### src/rtl/pc_pkg.sv
// rtl/pc_pkg.sv - op encoding shared by the program counter and its bench
package pc_pkg;
  localparam int OP_W = 3;

  localparam logic [OP_W-1:0] OP_HOLD = 3'b000;
  localparam logic [OP_W-1:0] OP_INC  = 3'b001;
  localparam logic [OP_W-1:0] OP_JMP  = 3'b010;
  localparam logic [OP_W-1:0] OP_BRC  = 3'b011;
  localparam logic [OP_W-1:0] OP_CALL = 3'b100;
  localparam logic [OP_W-1:0] OP_RET  = 3'b101;
  localparam logic [OP_W-1:0] OP_SKIP = 3'b110;
endpackage

### src/rtl/pc_ret_stack.sv
// rtl/pc_ret_stack.sv - LIFO return-address stack; push when full and pop when empty are ignored
module pc_ret_stack #(
  parameter int PC_W      = 4,
  parameter int STK_DEPTH = 4
) (
  input  logic            clk,
  input  logic            rst,
  input  logic            push,
  input  logic            pop,
  input  logic [PC_W-1:0] data,
  output logic [PC_W-1:0] top,
  output logic            full,
  output logic            empty
);
  localparam int CW = $clog2(STK_DEPTH + 1);
  localparam int IW = (STK_DEPTH > 1) ? $clog2(STK_DEPTH) : 1;

  logic [PC_W-1:0] mem [STK_DEPTH];
  logic [CW-1:0]   count;
  logic [CW-1:0]   top_idx;

  assign full    = (count == CW'(STK_DEPTH));
  assign empty   = (count == '0);
  assign top_idx = count - CW'(1);
  assign top     = mem[top_idx[IW-1:0]];

  // Entries need no reset: only slots below count are ever read meaningfully.
  always_ff @(posedge clk) begin
    if (push && !full) mem[count[IW-1:0]] <= data;
  end

  always_ff @(posedge clk) begin
    if (rst)                  count <= '0;
    else if (push && !full)   count <= count + CW'(1);
    else if (pop && !empty)   count <= count - CW'(1);
  end
endmodule

### src/rtl/pc_seq.sv
// rtl/pc_seq.sv - program counter with relative branch and return-address stack
// Optional SKIP op (110) enabled by defining PC_SKIP_EN.
module pc_seq
  import pc_pkg::*;
#(
  parameter int              PC_W      = 4,
  parameter int              STK_DEPTH = 4,
  parameter logic [PC_W-1:0] RST_VEC   = '0
) (
  input  logic            clk,
  input  logic            rst,
  input  logic            en,
  input  logic [OP_W-1:0] op,
  input  logic            cond,
  input  logic [PC_W-1:0] TARGET,
  input  logic [PC_W-1:0] OFFSET,
  output logic [PC_W-1:0] PC_CURR,
  output logic            stk_full,
  output logic            stk_empty,
  output logic            stk_err
);
  logic [PC_W-1:0] pc, pc_next, pc_inc, stk_top;
  logic            push, pop, err_set;

  assign pc_inc  = pc + PC_W'(1);
  assign PC_CURR = pc;

  always_comb begin
    pc_next = pc_inc;
    push    = 1'b0;
    pop     = 1'b0;
    err_set = 1'b0;
    case (op)
      OP_HOLD: pc_next = pc;
      OP_JMP:  pc_next = TARGET;
      // Two's-complement add is the same bit operation as unsigned mod 2^PC_W.
      OP_BRC:  pc_next = cond ? (pc + OFFSET) : pc_inc;
      OP_CALL: begin
        if (stk_full) err_set = 1'b1;
        else begin
          push    = 1'b1;
          pc_next = TARGET;
        end
      end
      OP_RET: begin
        if (stk_empty) err_set = 1'b1;
        else begin
          pop     = 1'b1;
          pc_next = stk_top;
        end
      end
`ifdef PC_SKIP_EN
      OP_SKIP: pc_next = cond ? (pc + PC_W'(2)) : pc_inc;
`endif
      default: pc_next = pc_inc;
    endcase
  end

  always_ff @(posedge clk) begin
    if (rst) begin
      pc      <= RST_VEC;
      stk_err <= 1'b0;
    end else if (en) begin
      pc <= pc_next;
      if (err_set) stk_err <= 1'b1;
    end
  end

  pc_ret_stack #(
    .PC_W      (PC_W),
    .STK_DEPTH (STK_DEPTH)
  ) u_stack (
    .clk   (clk),
    .rst   (rst),
    .push  (push && en),
    .pop   (pop && en),
    .data  (pc_inc),
    .top   (stk_top),
    .full  (stk_full),
    .empty (stk_empty)
  );
endmodule

### config.mk
export PLATFORM = sky130hd
export DESIGN_NAME = pc_seq
export DESIGN_NICKNAME = d
export VERILOG_FILES = /design/src/rtl/pc_pkg.sv /design/src/rtl/pc_ret_stack.sv /design/src/rtl/pc_seq.sv
export SDC_FILE = /design/constraint.sdc
export NUM_CORES = 1
export LEC_CHECK = 0
export CAP_MARGIN = 20
export CELL_PAD_IN_SITES_DETAIL_PLACEMENT = 0
export CELL_PAD_IN_SITES_GLOBAL_PLACEMENT = 1
export CORE_UTILIZATION = 35
export DETAILED_ROUTE_END_ITERATION = 8
export HOLD_SLACK_MARGIN = 0.08
export PLACE_DENSITY_LB_ADDON = 0.1
export SETUP_SLACK_MARGIN = 0.15
export SKIP_CTS_REPAIR_TIMING = 1
export SYNTH_ARGS = -nofsm -noshare
export SYNTH_HDL_FRONTEND = slang
export SYNTH_SLANG_ARGS = --single-unit
### constraint.sdc
create_clock -name clk -period 4.1 [get_ports clk]
set_input_delay 0.82 -clock clk [delete_from_list [all_inputs] [get_ports clk]]
set_output_delay 0.82 -clock clk [all_outputs]
set_load 0.01 [all_outputs]
==> flow_summary.rst, run 1 <==
.. list-table::
   :header-rows: 1

   * - Metric
     - Value
   * - Remaining max-slew budget at the tightest pin
     - 67.7%
   * - Number of global-route vias before repair
     - 1072
   * - Sinks on Clock Net
     - 24
   * - Detailed-route via count
     - 975
   * - Maximum fanout along the worst path
     - 8
   * - Final Worst Setup Slack
     - 1240 ps
   * - Floorplan die height
     - 65.3 um
   * - Number of flip-flops and latches in the synthesized netlist
     - 24
   * - Final period util
     - 69.7%
   * - First-iteration detailed-routing DRC count
     - 38
   * - Cells along the critical path
     - inv_1, ha_1, and2_1, clkdlybuf4s50_1
   * - # nets final
     - 167
   * - Sequential fraction of the synthesis area
     - 45.7%
   * - Estimated wirelength of the detail-placed design
     - 2.32 mm
   * - Clock transition time at the flip-flop clock pins of the worst setup and hold paths
     - 90 ps
   * - Placement-stage worst setup slack
     - 1440 ps
   * - Most frequent cells in the layout
     - 21 x sky130_fd_sc_hd__clkdlybuf4s50_1, 16 x sky130_fd_sc_hd__edfxtp_1, 9 x sky130_fd_sc_hd__inv_1, 9 x sky130_fd_sc_hd__ha_1, 8 x sky130_fd_sc_hd__dfxtp_1
   * - Sum of overflow across all layers after global routing
     - 0
   * - Most frequent standard cell in the layout excluding fill and tap cells
     - sky130_fd_sc_hd__clkdlybuf4s50_1
   * - Library cell contributing the largest single delay on the critical path
     - sky130_fd_sc_hd__dfxtp_1
   * - Detailed-route DRC error count
     - 0
   * - Max-slew violation total from the final report
     - 0
   * - Core area
     - 3740 um^2
   * - RSZ-0062 raised after global routing
     - false
   * - CTS tree
     - done
   * - Final Core Density
     - 45.8%
   * - Area growth syn-to-layout
     - 22.3%
   * - Synthesized cell area
     - 1400 um^2
   * - Maximum number of pins on one net before global-route repair
     - 15
   * - Data arrival, critical path
     - 2040 ps
   * - Number of search-and-repair iterations in the first detailed-routing pass
     - 4
   * - Cell row count
     - 22
   * - Count of fill cells added during filler insertion
     - 364
   * - Total internal power
     - 441 uW
   * - Critical path endpoint category
     - output pin
   * - ANT cells
     - 0
   * - Pin slew with the least headroom to its limit
     - 482 ps
   * - Worst setup path category
     - register to output pin
   * - Maximum cell stage delay along the critical path
     - 570 ps
   * - Post-synthesis instance total
     - 121
   * - Total CTS buffers
     - 3
   * - Part of the power in the clock network
     - 36.7%
   * - Clk root buf
     - sky130_fd_sc_hd__clkbuf_8
   * - H-tree depth
     - 1
   * - Wire length of the first global-routing pass
     - 5.13 mm
   * - Final min period
     - 2860 ps
   * - Wire length after detailed routing
     - 2.97 mm
   * - Count of input and output buffers
     - 21
   * - Static leakage
     - 0.642 nW
   * - Number of distinct library cells after synthesis
     - 41
   * - Total of max-cap violations
     - 0
   * - Yosys warning total
     - 0
   * - Maximum clock insertion buffer count
     - 2
   * - Gp weighted congestion
     - 0.779
   * - Die area
     - 4260 um^2
   * - Horizontal die dimension
     - 65.3 um
   * - Initial antenna violation count
     - 0
   * - Final count of negative-setup-slack endpoints
     - 0
   * - Post-detailed-route via-to-cell ratio
     - 5.16
   * - Starting density of the core
     - 37.5%
   * - Design Area, Final
     - 1720 um^2
   * - TNS Setup
     - 0 ps
   * - Class of the most critical hold timing path
     - register to register
   * - # IOs
     - 22
   * - Peak VDD IR
     - 0.000240 V
   * - Required time worst endpoint
     - 3280 ps
   * - Final routed wire length divided by cell count
     - 15.7 um
   * - Tot GR Track Use
     - 15.9%
   * - Synthesized area per cell
     - 11.6 um^2
   * - Fmax
     - 350 MHz
   * - Total power draw
     - 570 uW
   * - Antenna-violating nets left
     - 0
   * - Share of power burned in registers
     - 47.8%
   * - Power per standard cell area
     - 332 nW/um^2
   * - Status
     - completed
   * - Switching pwr
     - 129 uW
   * - Element type at the critical path start
     - register
   * - Ratio of cells with drive above 1 in the final layout
     - 8.51%
   * - Clock latency reported for the late side of the worst-skew pair
     - 270 ps
   * - Switching part of the total power
     - 22.7%
   * - Combinational share of power
     - 15.5%
   * - Post-Syn Nets
     - 146
   * - Area after detailed placement
     - 1640 um^2
   * - Number of hold violations in the final report
     - 0
   * - Fin Clk Skew
     - 3.90 ps
## cells by family (layout without fill, tap and decap cells)
family,count (synthesis),count (layout),synth area share [%]
compound gates,28,28,14.1
xor+xnor,8,8,5.53
fa+ha+maj,10,10,9.46
buf+inv,14,34,4.46
flops,24,24,45.7
mux,4,4,6.96
simple gates,33,33,13.8
## worst max-delay path: cells and delay by family, from the launching register on
family                   cells  cell delay, ps
buffers and inverters        2             640
adder cells (fa/ha/maj)      1             300
flip-flops                   1             570
AND/OR/NAND/NOR              1             240
## worst paths after layout
kind                    startpoint                 to  slack (ps)  depth (start not counted)
setup / recovery  u_stack.count[0]           stk_full        1240                          4
hold / removal             stk_err            stk_err         490                          2
setup reg to reg  u_stack.count[0]  u_stack.mem[0][2]        1750                          5
hold reg to reg            stk_err            stk_err         490                          2
## Yosys cell counts
cell                        number  area share, %
sky130_fd_sc_hd__o21a_1          2            1.1
sky130_fd_sc_hd__a22oi_1         3            1.6
sky130_fd_sc_hd__o31ai_1         1           0.54
sky130_fd_sc_hd__or2_2           1           0.45
sky130_fd_sc_hd__nor4b_1         2            1.2
sky130_fd_sc_hd__nor2_2          1           0.45
sky130_fd_sc_hd__nand2b_1        4            1.8
sky130_fd_sc_hd__and4_1          1           0.62
sky130_fd_sc_hd__nand3_1         1           0.36
sky130_fd_sc_hd__nand2_1         4            1.1
sky130_fd_sc_hd__xor2_1          3            1.9
sky130_fd_sc_hd__and2_1          1           0.45
sky130_fd_sc_hd__a221oi_1        5            3.1
sky130_fd_sc_hd__xor2_2          1            1.2
sky130_fd_sc_hd__o2bb2ai_1       1           0.62
sky130_fd_sc_hd__a311oi_1        1           0.62
sky130_fd_sc_hd__o21ai_2         1           0.62
sky130_fd_sc_hd__buf_2           2           0.71
sky130_fd_sc_hd__clkbuf_1        1           0.27
sky130_fd_sc_hd__and4b_1         1           0.71
sky130_fd_sc_hd__nor2b_1         3            1.3
sky130_fd_sc_hd__nor2_1          6            1.6
sky130_fd_sc_hd__inv_1           9            2.4
sky130_fd_sc_hd__a21o_1          2            1.1
sky130_fd_sc_hd__ha_1            9            8.0
sky130_fd_sc_hd__edfxtp_1       16             34
sky130_fd_sc_hd__mux4_1          2            3.7
sky130_fd_sc_hd__buf_1           1           0.27
sky130_fd_sc_hd__and2_0          1           0.45
sky130_fd_sc_hd__fa_1            1            1.4
sky130_fd_sc_hd__and3_1          5            2.2
sky130_fd_sc_hd__dfxtp_1         8             11
sky130_fd_sc_hd__a41oi_1         1           0.62
sky130_fd_sc_hd__o21ai_0         6            2.1
sky130_fd_sc_hd__xnor2_1         4            2.5
sky130_fd_sc_hd__nor3_2          1           0.71
sky130_fd_sc_hd__a21oi_1         4            1.4
sky130_fd_sc_hd__nor3_1          1           0.36
sky130_fd_sc_hd__mux4_2          2            3.2
sky130_fd_sc_hd__a21oi_2         1           0.62
sky130_fd_sc_hd__buf_6           1           0.80
## flip-flops by register name, indices dropped and copies added (netlist names)
| signal | flops |
|---|---|
| PC_CURR | 4 |
| u_stack.count | 3 |
| u_stack.mem | 16 |
| stk_err | 1 |
## metal layers
metal	wire, um	track usage, %	share of wire [%]	up-vias
met1	1500	22.2	50	460
met4	13	2.99	0.44	0
met3	149	4.17	5.0	2
met5	0	0	0	-
li1	-	-	-	491
met2	1310	24.6	44	22
## per-stage QoR
| stage | cells | hold WS (ps) |
|---|---|---|
| 5_1_grt | 189 | 552 |
| 6_report | 189 | 487 |
| 4_1_cts | 189 | 496 |
| 3_5_place_dp | 185 | 471 |
| 2_1_floorplan | 121 | 511 |
| 3_3_place_gp | 185 | 464 |
## cell type report
type	instances	area (um^2)	area share (%)
repair buffers	21	210	12.3
inverters	9	33.8	1.97
flip-flops and latches	24	641	37.3
clock inverters	1	30.0	1.75
well taps	48	60.1	3.50
clock buffers	3	41.3	2.41
multi-input cells	83	699	40.8
## power groups by stage
| stage | Combinational, mW | Sequential [mW] | Clock (mW) |
|---|---|---|---|
| 2_1_floorplan | 0.0510 | 0.277 | 0 |
| 3_3_place_gp | 0.0889 | 0.278 | 0 |
| 3_5_place_dp | 0.0883 | 0.278 | 0 |
| 4_1_cts | 0.0892 | 0.273 | 0.212 |
| 5_1_grt | 0.0981 | 0.274 | 0.222 |
| 6_report | 0.0883 | 0.272 | 0.209 |
(Power assumes the default switching activity.)
==> inputs of run 2 (changes only) <==
==> constraint.sdc (replaced) <==
create_clock -name clk -period 2.5 [get_ports clk]
set_input_delay 0.5 -clock clk [delete_from_list [all_inputs] [get_ports clk]]
set_output_delay 0.5 -clock clk [all_outputs]
set_load 0.01 [all_outputs]
==> flow_summary.rst, run 2 (synthesis results as in run 1) <==
.. list-table::
   :header-rows: 1

   * - Metric
     - Value
   * - Status
     - completed (unchanged)
   * - Initial antenna violation count
     - 0 (unchanged)
   * - Class of the most critical hold timing path
     - register to register (unchanged)
   * - Total power draw
     - 941 uW (was 570 uW)
   * - Maximum number of pins on one net before global-route repair
     - 15 (unchanged)
   * - Sinks on Clock Net
     - 24 (unchanged)
   * - Count of fill cells added during filler insertion
     - 370 (was 364)
   * - Starting density of the core
     - 37.5% (unchanged)
   * - Final min period
     - 2190 ps
   * - Horizontal die dimension
     - 65.3 um (unchanged)
   * - Die area
     - 4260 um^2 (unchanged)
   * - Reg-to-Reg End
     - u_stack.mem[0][0] (was u_stack.mem[0][2])
   * - ANT cells
     - 0 (unchanged)
   * - Min-delay src
     - stk_err (unchanged)
   * - Final routed wire length divided by cell count
     - 15.8 um (was 15.7 um)
   * - Pin slew with the least headroom to its limit
     - 435 ps (was 482 ps)
   * - Cell row count
     - 22 (unchanged)
   * - Static leakage
     - 0.665 nW (was 0.642 nW)
   * - Number of global-route vias before repair
     - 1020 (was 1072)
   * - Clock latency reported for the late side of the worst-skew pair
     - 270 ps (about the same)
   * - Placement-stage worst setup slack
     - 225 ps (was 1440 ps)
   * - Maximum fanout along the worst path
     - 6 (was 8)
   * - Element type at the critical path start
     - register (unchanged)
   * - Gp weighted congestion
     - 0.767 (was 0.779)
   * - Worst setup path category
     - register to output pin (unchanged)
   * - Most frequent standard cell in the layout excluding fill and tap cells
     - sky130_fd_sc_hd__clkdlybuf4s50_1 (unchanged)
   * - Count of input and output buffers
     - 21 (unchanged)
   * - First-iteration detailed-routing DRC count
     - 42 (was 38)
   * - Power per standard cell area
     - 535 nW/um^2 (was 332 nW/um^2)
   * - # nets final
     - 171 (was 167)
   * - Core area
     - 3740 um^2 (unchanged)
   * - Reg-to-reg startpoint
     - u_stack.count[1] (was u_stack.count[0])
   * - RSZ-0062 raised after global routing
     - false (unchanged)
   * - Floorplan die height
     - 65.3 um (unchanged)
   * - Max-slew violation total from the final report
     - 0 (unchanged)
   * - # IOs
     - 22 (unchanged)
   * - Setup slack on the worst flop-to-flop path
     - 590 ps (was 1750 ps)
   * - Final Non-Filler Cells
     - 193 (was 189)
   * - Final Worst Setup Slack
     - 312 ps (was 1240 ps)
   * - Most frequent cells in the layout
     - 21 x sky130_fd_sc_hd__clkdlybuf4s50_1, 16 x sky130_fd_sc_hd__edfxtp_1, 9 x sky130_fd_sc_hd__inv_1 (was 21 x sky130_fd_sc_hd__clkdlybuf4s50_1, 16 x sky130_fd_sc_hd__edfxtp_1, 9 x sky130_fd_sc_hd__inv_1, 9 x sky130_fd_sc_hd__ha_1, 8 x sky130_fd_sc_hd__dfxtp_1)
   * - Clock transition time at the flip-flop clock pins of the worst setup and hold paths
     - 90 ps (about the same)
   * - Maximum clock insertion buffer count
     - 2 (unchanged)
   * - Total CTS buffers
     - 3 (unchanged)
   * - Worst hold-check slack
     - 491 ps (was 487 ps)
   * - Fin Clk Skew
     - 8.28 ps (was 3.90 ps)
   * - Worst Reg-to-Reg Cells
     - 6 (was 5)
   * - Critical path endpoint category
     - output pin (unchanged)
   * - Final period util
     - 87.5%
   * - Data arrival, critical path
     - 1690 ps (was 2040 ps)
   * - Number of hold violations in the final report
     - 0 (unchanged)
   * - Tot GR Track Use
     - 15.9% (about the same)
   * - Ratio of cells with drive above 1 in the final layout
     - 12.4% (was 8.51%)
   * - Detailed-route DRC error count
     - 0 (unchanged)
   * - Number of cells after detailed placement
     - 189 (was 185)
   * - Peak VDD IR
     - 0.000291 V (was 0.000240 V)
   * - End point of the most critical hold path
     - stk_err (unchanged)
   * - Final count of negative-setup-slack endpoints
     - 0 (unchanged)
   * - Number of search-and-repair iterations in the first detailed-routing pass
     - 4 (unchanged)
   * - Worst Hold Depth
     - 2 (unchanged)
   * - CTS tree
     - done (unchanged)
   * - Required time worst endpoint
     - 2000 ps (was 3280 ps)
   * - Wire length of the first global-routing pass
     - 5.08 mm (was 5.13 mm)
   * - Total of max-cap violations
     - 0 (unchanged)
   * - Detailed-route via count
     - 1004 (was 975)
   * - Remaining max-slew budget at the tightest pin
     - 70.9% (was 67.7%)
   * - Area growth syn-to-layout
     - 25.4% (was 22.3%)
   * - Post-detailed-route via-to-cell ratio
     - 5.20 (was 5.16)
   * - H-tree depth
     - 1 (unchanged)
   * - Sum of overflow across all layers after global routing
     - 0 (unchanged)
   * - Antenna-violating nets left
     - 0 (unchanged)
   * - Number of flip-flops under the largest register name
     - 16 (unchanged)
   * - Estimated wirelength of the detail-placed design
     - 2.33 mm (was 2.32 mm)
   * - Clk root buf
     - sky130_fd_sc_hd__clkbuf_8 (unchanged)
   * - Wire length after detailed routing
     - 3.05 mm (was 2.97 mm)
   * - Fmax
     - 457 MHz
   * - TNS Setup
     - 0 ps (unchanged)
[run 2: changes by cell type in the layout (fill, tap and decap cells not counted)]
cell	delta
sky130_fd_sc_hd__ha_1	-1
sky130_fd_sc_hd__ha_4	+1
sky130_fd_sc_hd__and2_2	+1
sky130_fd_sc_hd__buf_4	+4
sky130_fd_sc_hd__and2_1	-1
[run 2: metal layers]
metal  wire length [um]  track usage, %  up-vias  share of wire, %
met1               1450            22.0      485                47
met3                 80            2.08        2               2.6
met5                  0               0        -                 0
li1                   -               -      500                 -
met2               1510            26.4       17                50
met4                 14            3.26        0              0.46
[run 2: how the worst max path moves through the flow]
stage | from | end | slack (ps) | cells past startpoint
finish | u_stack.count[1] | stk_full | 310 | 4
global route | u_stack.count[1] | stk_full | 210 | 4
CTS | u_stack.count[1] | stk_full | 140 | 4
detailed placement | OFFSET[0] | PC_CURR[2] | 230 | 9
global placement | OFFSET[0] | PC_CURR[2] | 250 | 9
floorplan | u_stack.count[0] | u_stack.mem[0][0] | 590 | 6
[run 2: critical path: stages (launching register included)]
cell and delay (ps):
sky130_fd_sc_hd__dfxtp_1 350, sky130_fd_sc_hd__inv_1 150, sky130_fd_sc_hd__ha_4 190, sky130_fd_sc_hd__and2_2 190, sky130_fd_sc_hd__clkdlybuf4s50_1 540
[run 2: metrics by stage]
| step | cell area [um^2] | utilization, % |
|---|---|---|
| global placement | 1670 | 44.7 |
| detailed placement | 1670 | 44.7 |
| CTS | 1750 | 46.6 |
| finish | 1760 | 47.0 |
| global route | 1760 | 47.0 |
| floorplan | 1400 | - |
[run 2: cell type report]
type	instances	area [um^2]	area share, %
Multi-Input combinational cell	83	713	40.5
Tap cell	48	60.1	3.41
Clock inverter	1	30.0	1.71
Clock buffer	3	41.3	2.35
Sequential cell	24	641	36.4
Timing Repair Buffer	25	240	13.7
Inverter	9	33.8	1.92
[run 2: power by group]
group	internal [mW]	switching, mW	leakage (nW)
Combinational	0.0779	0.0742	0.419
Sequential	0.436	0.00971	0.211
Clock	0.214	0.130	0.0357
Total	0.728	0.214	0.665
==> inputs of run 3 (changes only) <==
--- a/config.mk
+++ b/config.mk
@@ -13,7 +13,6 @@
 export HOLD_SLACK_MARGIN = 0.08
 export PLACE_DENSITY_LB_ADDON = 0.1
 export SETUP_SLACK_MARGIN = 0.15
-export SKIP_CTS_REPAIR_TIMING = 1
 export SYNTH_ARGS = -nofsm -noshare
 export SYNTH_HDL_FRONTEND = slang
 export SYNTH_SLANG_ARGS = --single-unit
==> results of run 3 <==
No change in the layout: final DEF, timing and power equal those of run 2.
